==> config.mk <==
export PLATFORM = sky130hd
export DESIGN_NAME = tlc_conflict_monitor_flat
export DESIGN_NICKNAME = d
export VERILOG_FILES = /design/src/rtl/tlc_conflict_monitor_if.sv /design/src/rtl/tlc_conflict_monitor.sv /design/src/flat_wrapper.sv
export SDC_FILE = /design/constraint.sdc
export NUM_CORES = 1
export LEC_CHECK = 0
export CAP_MARGIN = 20
export CORE_MARGIN = 1.5
export CORE_UTILIZATION = 62
export CTS_BUF_LIST = sky130_fd_sc_hd__clkbuf_8 sky130_fd_sc_hd__clkbuf_16
export DETAILED_ROUTE_END_ITERATION = 10
export HOLD_SLACK_MARGIN = 0.15
export PLACE_DENSITY = 0.84
export SYNTH_ARGS = -nofsm -noshare
export SYNTH_HDL_FRONTEND = slang
export SYNTH_SLANG_ARGS = --single-unit
==> constraint.sdc <==
create_clock -name CLK -period 4.1 [get_ports CLK]
set_clock_uncertainty 0.2 [all_clocks]
set_input_delay 0.41 -clock CLK [delete_from_list [all_inputs] [get_ports CLK]]
set_output_delay 0.41 -clock CLK [all_outputs]
set_load 0.005 [all_outputs]
==> src/rtl/tlc_conflict_monitor_if.sv <==
// ---------------------------------------------------------------------------
// tlc_conflict_monitor_if
// Bundle between the lamp source (traffic_control or a bench) and the
// conflict monitor.
//   L_A, L_B    lamp patterns, one-hot {red,yellow,green}
//   err_clr     fault clear request (level)
//   ERR         registered fault flag back to the controller
//   fault_code  code of the latched fault, 0 = none
//   fault_cnt   saturating count of fault entries (0 when counting disabled)
//   state       monitor FSM state for observation (0=MASK, 1=RUN, 2=FAULT)
// Handshake: there is no valid/ready pair. Lamps are sampled on every rising
// clock edge, and ERR/fault_code are valid from the edge that latched them.
// ---------------------------------------------------------------------------
interface tlc_conflict_monitor_if;
    logic [2:0] L_A;
    logic [2:0] L_B;
    logic       err_clr;
    logic       ERR;
    logic [2:0] fault_code;
    logic [7:0] fault_cnt;
    logic [1:0] state;

    modport master (
        output L_A, L_B, err_clr,
        input  ERR, fault_code, fault_cnt, state
    );

    modport slave (
        input  L_A, L_B, err_clr,
        output ERR, fault_code, fault_cnt, state
    );
endinterface

==> src/rtl/tlc_conflict_monitor.sv <==
// ---------------------------------------------------------------------------
// tlc_conflict_monitor
// Safety monitor for traffic_control. It samples both lamp groups every cycle
// and checks the following properties:
//   1 invalid encoding, 2 conflict (no red), 3 illegal sequence,
//   4 short yellow, 5 stuck pattern.
// The lowest code wins. The first violation seen in RUN is latched, and ERR
// is raised until err_clr arrives together with all-red lamps.
// Ports:
//   CLK    system clock, rising edge
//   reset  asynchronous active-high reset
//   mon    tlc_conflict_monitor_if.slave (lamps, err_clr in; ERR, fault_code,
//          fault_cnt, state out)
// Optional feature macro: TLC_MON_FAULT_COUNT_EN
//   When defined, fault_cnt counts RUN->FAULT entries and saturates at 8'hFF.
//   When undefined, fault_cnt is tied to 8'h00.
// ---------------------------------------------------------------------------
module tlc_conflict_monitor #(
    parameter int MIN_YEL  = 2,
    parameter int MAX_HOLD = 64,
    parameter int STARTUP  = 4
) (
    input logic                  CLK,
    input logic                  reset,
    tlc_conflict_monitor_if.slave mon
);
    localparam int CW = $clog2(MAX_HOLD + 2);
    localparam int MW = $clog2(STARTUP + 1);

    localparam logic [2:0]    RED = 3'b100;
    localparam logic [2:0]    YEL = 3'b010;
    localparam logic [2:0]    GRN = 3'b001;

    localparam logic [CW-1:0] CNT_ONE   = CW'(1);
    localparam logic [CW-1:0] HOLD_SAT  = CW'(MAX_HOLD + 1);
    localparam logic [CW-1:0] YEL_SAT   = CW'(MIN_YEL);
    localparam logic [MW-1:0] MASK_LAST = MW'(STARTUP - 1);

    typedef enum logic [1:0] {
        S_MASK  = 2'd0,
        S_RUN   = 2'd1,
        S_FAULT = 2'd2
    } state_t;

    state_t        state;
    logic [MW-1:0] mask_cnt;
    logic [2:0]    prev_a, prev_b;
    logic [CW-1:0] hold_a, hold_b, yel_a, yel_b;
    logic [CW-1:0] hold_a_nxt, hold_b_nxt, yel_a_nxt, yel_b_nxt;
    logic          err_q;
    logic [2:0]    code_q;
    logic [2:0]    viol;

    function automatic logic is_onehot(input logic [2:0] v);
        return (v == RED) || (v == YEL) || (v == GRN);
    endfunction

    // A repeated pattern is always a legal step. Only R->G, G->Y and Y->R
    // may change the pattern.
    function automatic logic is_legal(input logic [2:0] p, input logic [2:0] c);
        return (c == p) || (p == RED && c == GRN) ||
               (p == GRN && c == YEL) || (p == YEL && c == RED);
    endfunction

    // The hold counters count consecutive samples of one pattern, including
    // the current sample. A changed sample therefore counts as the first
    // sample of the new pattern.
    always_comb begin
        hold_a_nxt = (mon.L_A != prev_a) ? CNT_ONE :
                     (hold_a == HOLD_SAT) ? HOLD_SAT : hold_a + CNT_ONE;
        hold_b_nxt = (mon.L_B != prev_b) ? CNT_ONE :
                     (hold_b == HOLD_SAT) ? HOLD_SAT : hold_b + CNT_ONE;
        yel_a_nxt  = (mon.L_A != YEL) ? '0 :
                     (yel_a == YEL_SAT) ? YEL_SAT : yel_a + CNT_ONE;
        yel_b_nxt  = (mon.L_B != YEL) ? '0 :
                     (yel_b == YEL_SAT) ? YEL_SAT : yel_b + CNT_ONE;
    end

    // Violation code for the current sample, with the lowest code first.
    // The registered yel_* hold the yellow run that ended with prev_*.
    always_comb begin
        viol = 3'd0;
        if (!is_onehot(mon.L_A) || !is_onehot(mon.L_B))
            viol = 3'd1;
        else if (mon.L_A != RED && mon.L_B != RED)
            viol = 3'd2;
        else if (!is_legal(prev_a, mon.L_A) || !is_legal(prev_b, mon.L_B))
            viol = 3'd3;
        else if ((prev_a == YEL && mon.L_A == RED && yel_a < YEL_SAT) ||
                 (prev_b == YEL && mon.L_B == RED && yel_b < YEL_SAT))
            viol = 3'd4;
        else if (hold_a_nxt == HOLD_SAT || hold_b_nxt == HOLD_SAT)
            viol = 3'd5;
    end

    always_ff @(posedge CLK or posedge reset) begin
        if (reset) begin
            state    <= S_MASK;
            mask_cnt <= '0;
            prev_a   <= RED;
            prev_b   <= RED;
            hold_a   <= '0;
            hold_b   <= '0;
            yel_a    <= '0;
            yel_b    <= '0;
            err_q    <= 1'b0;
            code_q   <= 3'd0;
        end else begin
            // History keeps tracking the lamps in every state.
            prev_a <= mon.L_A;
            prev_b <= mon.L_B;
            hold_a <= hold_a_nxt;
            hold_b <= hold_b_nxt;
            yel_a  <= yel_a_nxt;
            yel_b  <= yel_b_nxt;
            case (state)
                S_MASK: begin
                    if (mask_cnt == MASK_LAST) state <= S_RUN;
                    else mask_cnt <= mask_cnt + 1'b1;
                end
                S_RUN: begin
                    if (viol != 3'd0) begin
                        state  <= S_FAULT;
                        err_q  <= 1'b1;
                        code_q <= viol;
                    end
                end
                S_FAULT: begin
                    if (mon.err_clr && mon.L_A == RED && mon.L_B == RED) begin
                        state  <= S_RUN;
                        err_q  <= 1'b0;
                        code_q <= 3'd0;
                        hold_a <= '0;
                        hold_b <= '0;
                        yel_a  <= '0;
                        yel_b  <= '0;
                    end
                end
                default: state <= S_MASK;
            endcase
        end
    end

`ifdef TLC_MON_FAULT_COUNT_EN
    logic [7:0] fcnt_q;

    always_ff @(posedge CLK or posedge reset) begin
        if (reset)
            fcnt_q <= 8'h00;
        else if (state == S_RUN && viol != 3'd0 && fcnt_q != 8'hFF)
            fcnt_q <= fcnt_q + 8'h01;
    end

    assign mon.fault_cnt = fcnt_q;
`else
    assign mon.fault_cnt = 8'h00;
`endif

    assign mon.ERR        = err_q;
    assign mon.fault_code = code_q;
    assign mon.state      = state;
endmodule

==> src/flat_wrapper.sv <==
// flat-port wrapper written by rule: the top's interface ports become plain ports
module tlc_conflict_monitor_flat 
#(
    parameter int MIN_YEL  = 2,
    parameter int MAX_HOLD = 64,
    parameter int STARTUP  = 4
)
  (CLK, reset, mon_L_A, mon_L_B, mon_err_clr, mon_ERR, mon_fault_code, mon_fault_cnt, mon_state);
  tlc_conflict_monitor_if mon_i ();
  input logic CLK;
  input logic reset;
  input wire logic [$bits(mon_i.L_A)-1:0] mon_L_A;
  input wire logic [$bits(mon_i.L_B)-1:0] mon_L_B;
  input wire logic [$bits(mon_i.err_clr)-1:0] mon_err_clr;
  output wire logic [$bits(mon_i.ERR)-1:0] mon_ERR;
  output wire logic [$bits(mon_i.fault_code)-1:0] mon_fault_code;
  output wire logic [$bits(mon_i.fault_cnt)-1:0] mon_fault_cnt;
  output wire logic [$bits(mon_i.state)-1:0] mon_state;
  assign mon_i.L_A = mon_L_A;
  assign mon_i.L_B = mon_L_B;
  assign mon_i.err_clr = mon_err_clr;
  assign mon_ERR = mon_i.ERR;
  assign mon_fault_code = mon_i.fault_code;
  assign mon_fault_cnt = mon_i.fault_cnt;
  assign mon_state = mon_i.state;
  tlc_conflict_monitor #(.MIN_YEL(MIN_YEL), .MAX_HOLD(MAX_HOLD), .STARTUP(STARTUP)) u_core (.CLK(CLK), .reset(reset), .mon(mon_i));
endmodule
==> qor.yml <==
cts-root-to-sink-buffers: 2
synth_top_area_cell: "dfrtp_1"
layout-drive-gt1-share: 0.108
crit-reg2reg-capture: "u_core.mon.fault_code[1]"
area_share_of_the_largest_cell_type_after_synthesis: 0.410
final-hold-violation-count: 0
num_vias: 1769
post_cts_resize_count: 0
cts-root-buf: "clkbuf_8"
status: "completed"
maximum_clock_frequency_mhz: 356
yosys-top-cells-count: "41 x dfrtp_1, 38 x nor2_1, 19 x xnor2_1"
largest_net_degree_at_the_start_of_global_routing: 21
crit_path_end_kind: "register"
synth.ff_latch_count: 43
grt.met3_usage: 0.0507
wl_per_cell_um: 13.8
timing.final.max_slew_violations: 0
rrSetupSlack_ps: 1290
via_count_of_the_first_global_routing_pass: 1611
initial_cell_density_of_the_core: 0.664
floorplan.core_area_um2: 3770
num-fill-cells: 265
ys_dominant_reg_cell: "dfrtp_1"
finalSetupViolations: 0
cts.htree.levels: 2
unrepaired_setup_endpoints_after_global_routing: "false"
leakage_nw: 1.15
final_period_minus_worst_setup_slack_ps: 2810
timing_worst_setup_path_type: "register to register"
post_synth_main_area_contributors: "dfrtp_1 41%, xnor2_1 6.6%, ha_1 6.5%"
grt_util_all_layers: 0.224
post-synth-top-count-cell: "dfrtp_1"
globalplace.congestion: 0.900
synth_enable_flop_cells: 0
clock_insertion_delay_worst_skew_ps: 300
synth.distinct_cells: 47
number_of_antenna_violations_at_the_first_check_in_global_routing: 0
globalRouteMet1Util: 0.295
final.hold.worst_slack_ps: 214
synth.cell_area_um2: 2500
cts.sinks: 43
vdd_ir_drop_max_uv: 240
synth_sequential_area_ratio: 0.431
grt-busiest-layer: "met2"
hp-class: "input pin to async pin"
yosysWarningCount: 0
report.power.total_uw: 999
rr_worst_depth: 8
cts_inserted_buffers: 5
port_buffers: 14
dieArea_um2: 4430
arrival_ps: 2790
overflow: 0
die_h_um: 66.6
setup-tns-final_ps: 0
period_share: 0.685
placed_area_um2: 2680
cp_max_fo: 6
n_antenna_cell: 0
cts.clk_slew.worst_paths_ps: 80
final_nets: 290
syn2layout_area_growth_pct: 10.8
final_design_area_no_fill_um2: 2780
io_pins: 23
timing.critical_path.required_ps: 4080
detail_route.wirelength_um: 4380
postSynthCellCount: 249
grt_pass1_wl_um: 7470
worstReg2RegStart: "u_core.hold_b[0]"
powerDensity_nw_per_um2: 360
cts_setup_buffers: 0
grt_use_met2: 0.368
detail_route.first_pass.iterations: 4
place_hpwl_um: 3290
tritoncts: "done"
placementRows: 22
initialDrtViolationCount: 64
start_kind: "register"
horiz_die_dim_um: 66.6
drc: 0
max_cap_viols: 0
via_per_inst: 5.58
ys_async_sr_fraction: 1.00
antenna_left: 0
cts-hold-fix-buffers: 0
avgSynthCellArea_um2: 10.1
==> cells by family (layout without fill, tap and decap cells) <==
family          count (synthesis)  in the layout  synth area share
xor+xnor                       25             25            0.0874
other cells                     1              8           0.00150
buf+inv                        23             36            0.0539
fa+ha+maj                      13             13            0.0649
mux                             4              4            0.0180
flops                          43             43             0.431
simple gates                  114            114             0.257
compound gates                 26             26            0.0864
==> routing by layer <==
metal / part of all wire / up-vias / wire length (µm)
met4: 0.010 / 0 / 45
met3: 0.040 / 5 / 173
met2: 0.49 / 34 / 2140
li1: - / 886 / -
met5: 0 / - / 0
met1: 0.46 / 844 / 2020
==> final cells by class <==
type,count,area [µm²],area share
Clock buffer,7,96.3,0.0347
Clock inverter,1,3.75,0.00135
Inverter,12,45.0,0.0162
Multi-Input combinational cell,190,1320,0.475
Sequential cell,43,1080,0.388
Tap cell,48,60.1,0.0216
Timing Repair Buffer,16,175,0.0631
==> sequential cells by signal, summed over array words and instances (netlist names) <==
| name | cells |
|---|---|
| u_core.mon.fault_code | 3 |
| u_core.hold_a | 7 |
| u_core.prev_a | 3 |
| u_core.mon.ERR | 1 |
| u_core.prev_b | 3 |
| u_core.mon.state | 2 |
| u_core.hold_b | 7 |
| u_core.yel_b | 7 |
| u_core.mask_cnt | 3 |
| u_core.yel_a | 7 |
==> placed cells by master (no fill, tap or decap), types with 6 or more instances in the layout <==
master,n
xnor2_1,19
conb_1,8
ha_1,13
xor2_1,6
dfrtp_1,41
inv_1,13
nand2b_1,6
a21oi_1,6
nand2_1,14
nor2_1,38
clkdlybuf4s50_1,14
nand3_1,13
clkbuf_8,7
o21ai_0,7
==> per-stage QoR <==
stage | setup slack [ps] | util | cells
6_report | 1290 | 0.736 | 317
2_1_floorplan | 1590 | - | 256
3_3_place_gp | 1200 | 0.702 | 308
4_1_cts | 1300 | 0.736 | 317
5_1_grt | 1160 | 0.736 | 317
3_5_place_dp | 1140 | 0.710 | 309
==> critical path, cell delays in order, from the launching register on <==
cell and delay (ps):
dfrtp_1 450, ha_1 290, nand4_1 170, or3_1 350, a21o_1 220, a311oi_4 370, nor4_4 110, nor2_2 190
mux2_1 340
==> worst max-delay path by stage <==
stage	from	end	slack, ps	depth (start not counted)
finish	u_core.hold_b[0]	u_core.mon.fault_code[1]	1290	8
global route	u_core.hold_b[0]	u_core.mon.fault_code[2]	1160	8
CTS	u_core.hold_b[0]	u_core.mon.fault_code[1]	1300	8
detailed placement	mon_L_B[0]	u_core.mon.fault_code[1]	1140	8
global placement	mon_L_B[2]	u_core.mon.fault_code[2]	1200	8
floorplan	u_core.hold_b[0]	u_core.mon.fault_code[1]	1590	8
==> power by group <==
part           total (mW)  switching, mW  internal (mW)
sequential          0.476         0.0249          0.451
clock               0.287          0.136          0.151
combinational       0.237          0.117          0.119
total               0.999          0.278          0.721
No activity file was read; power rests on OpenSTA's default activity.
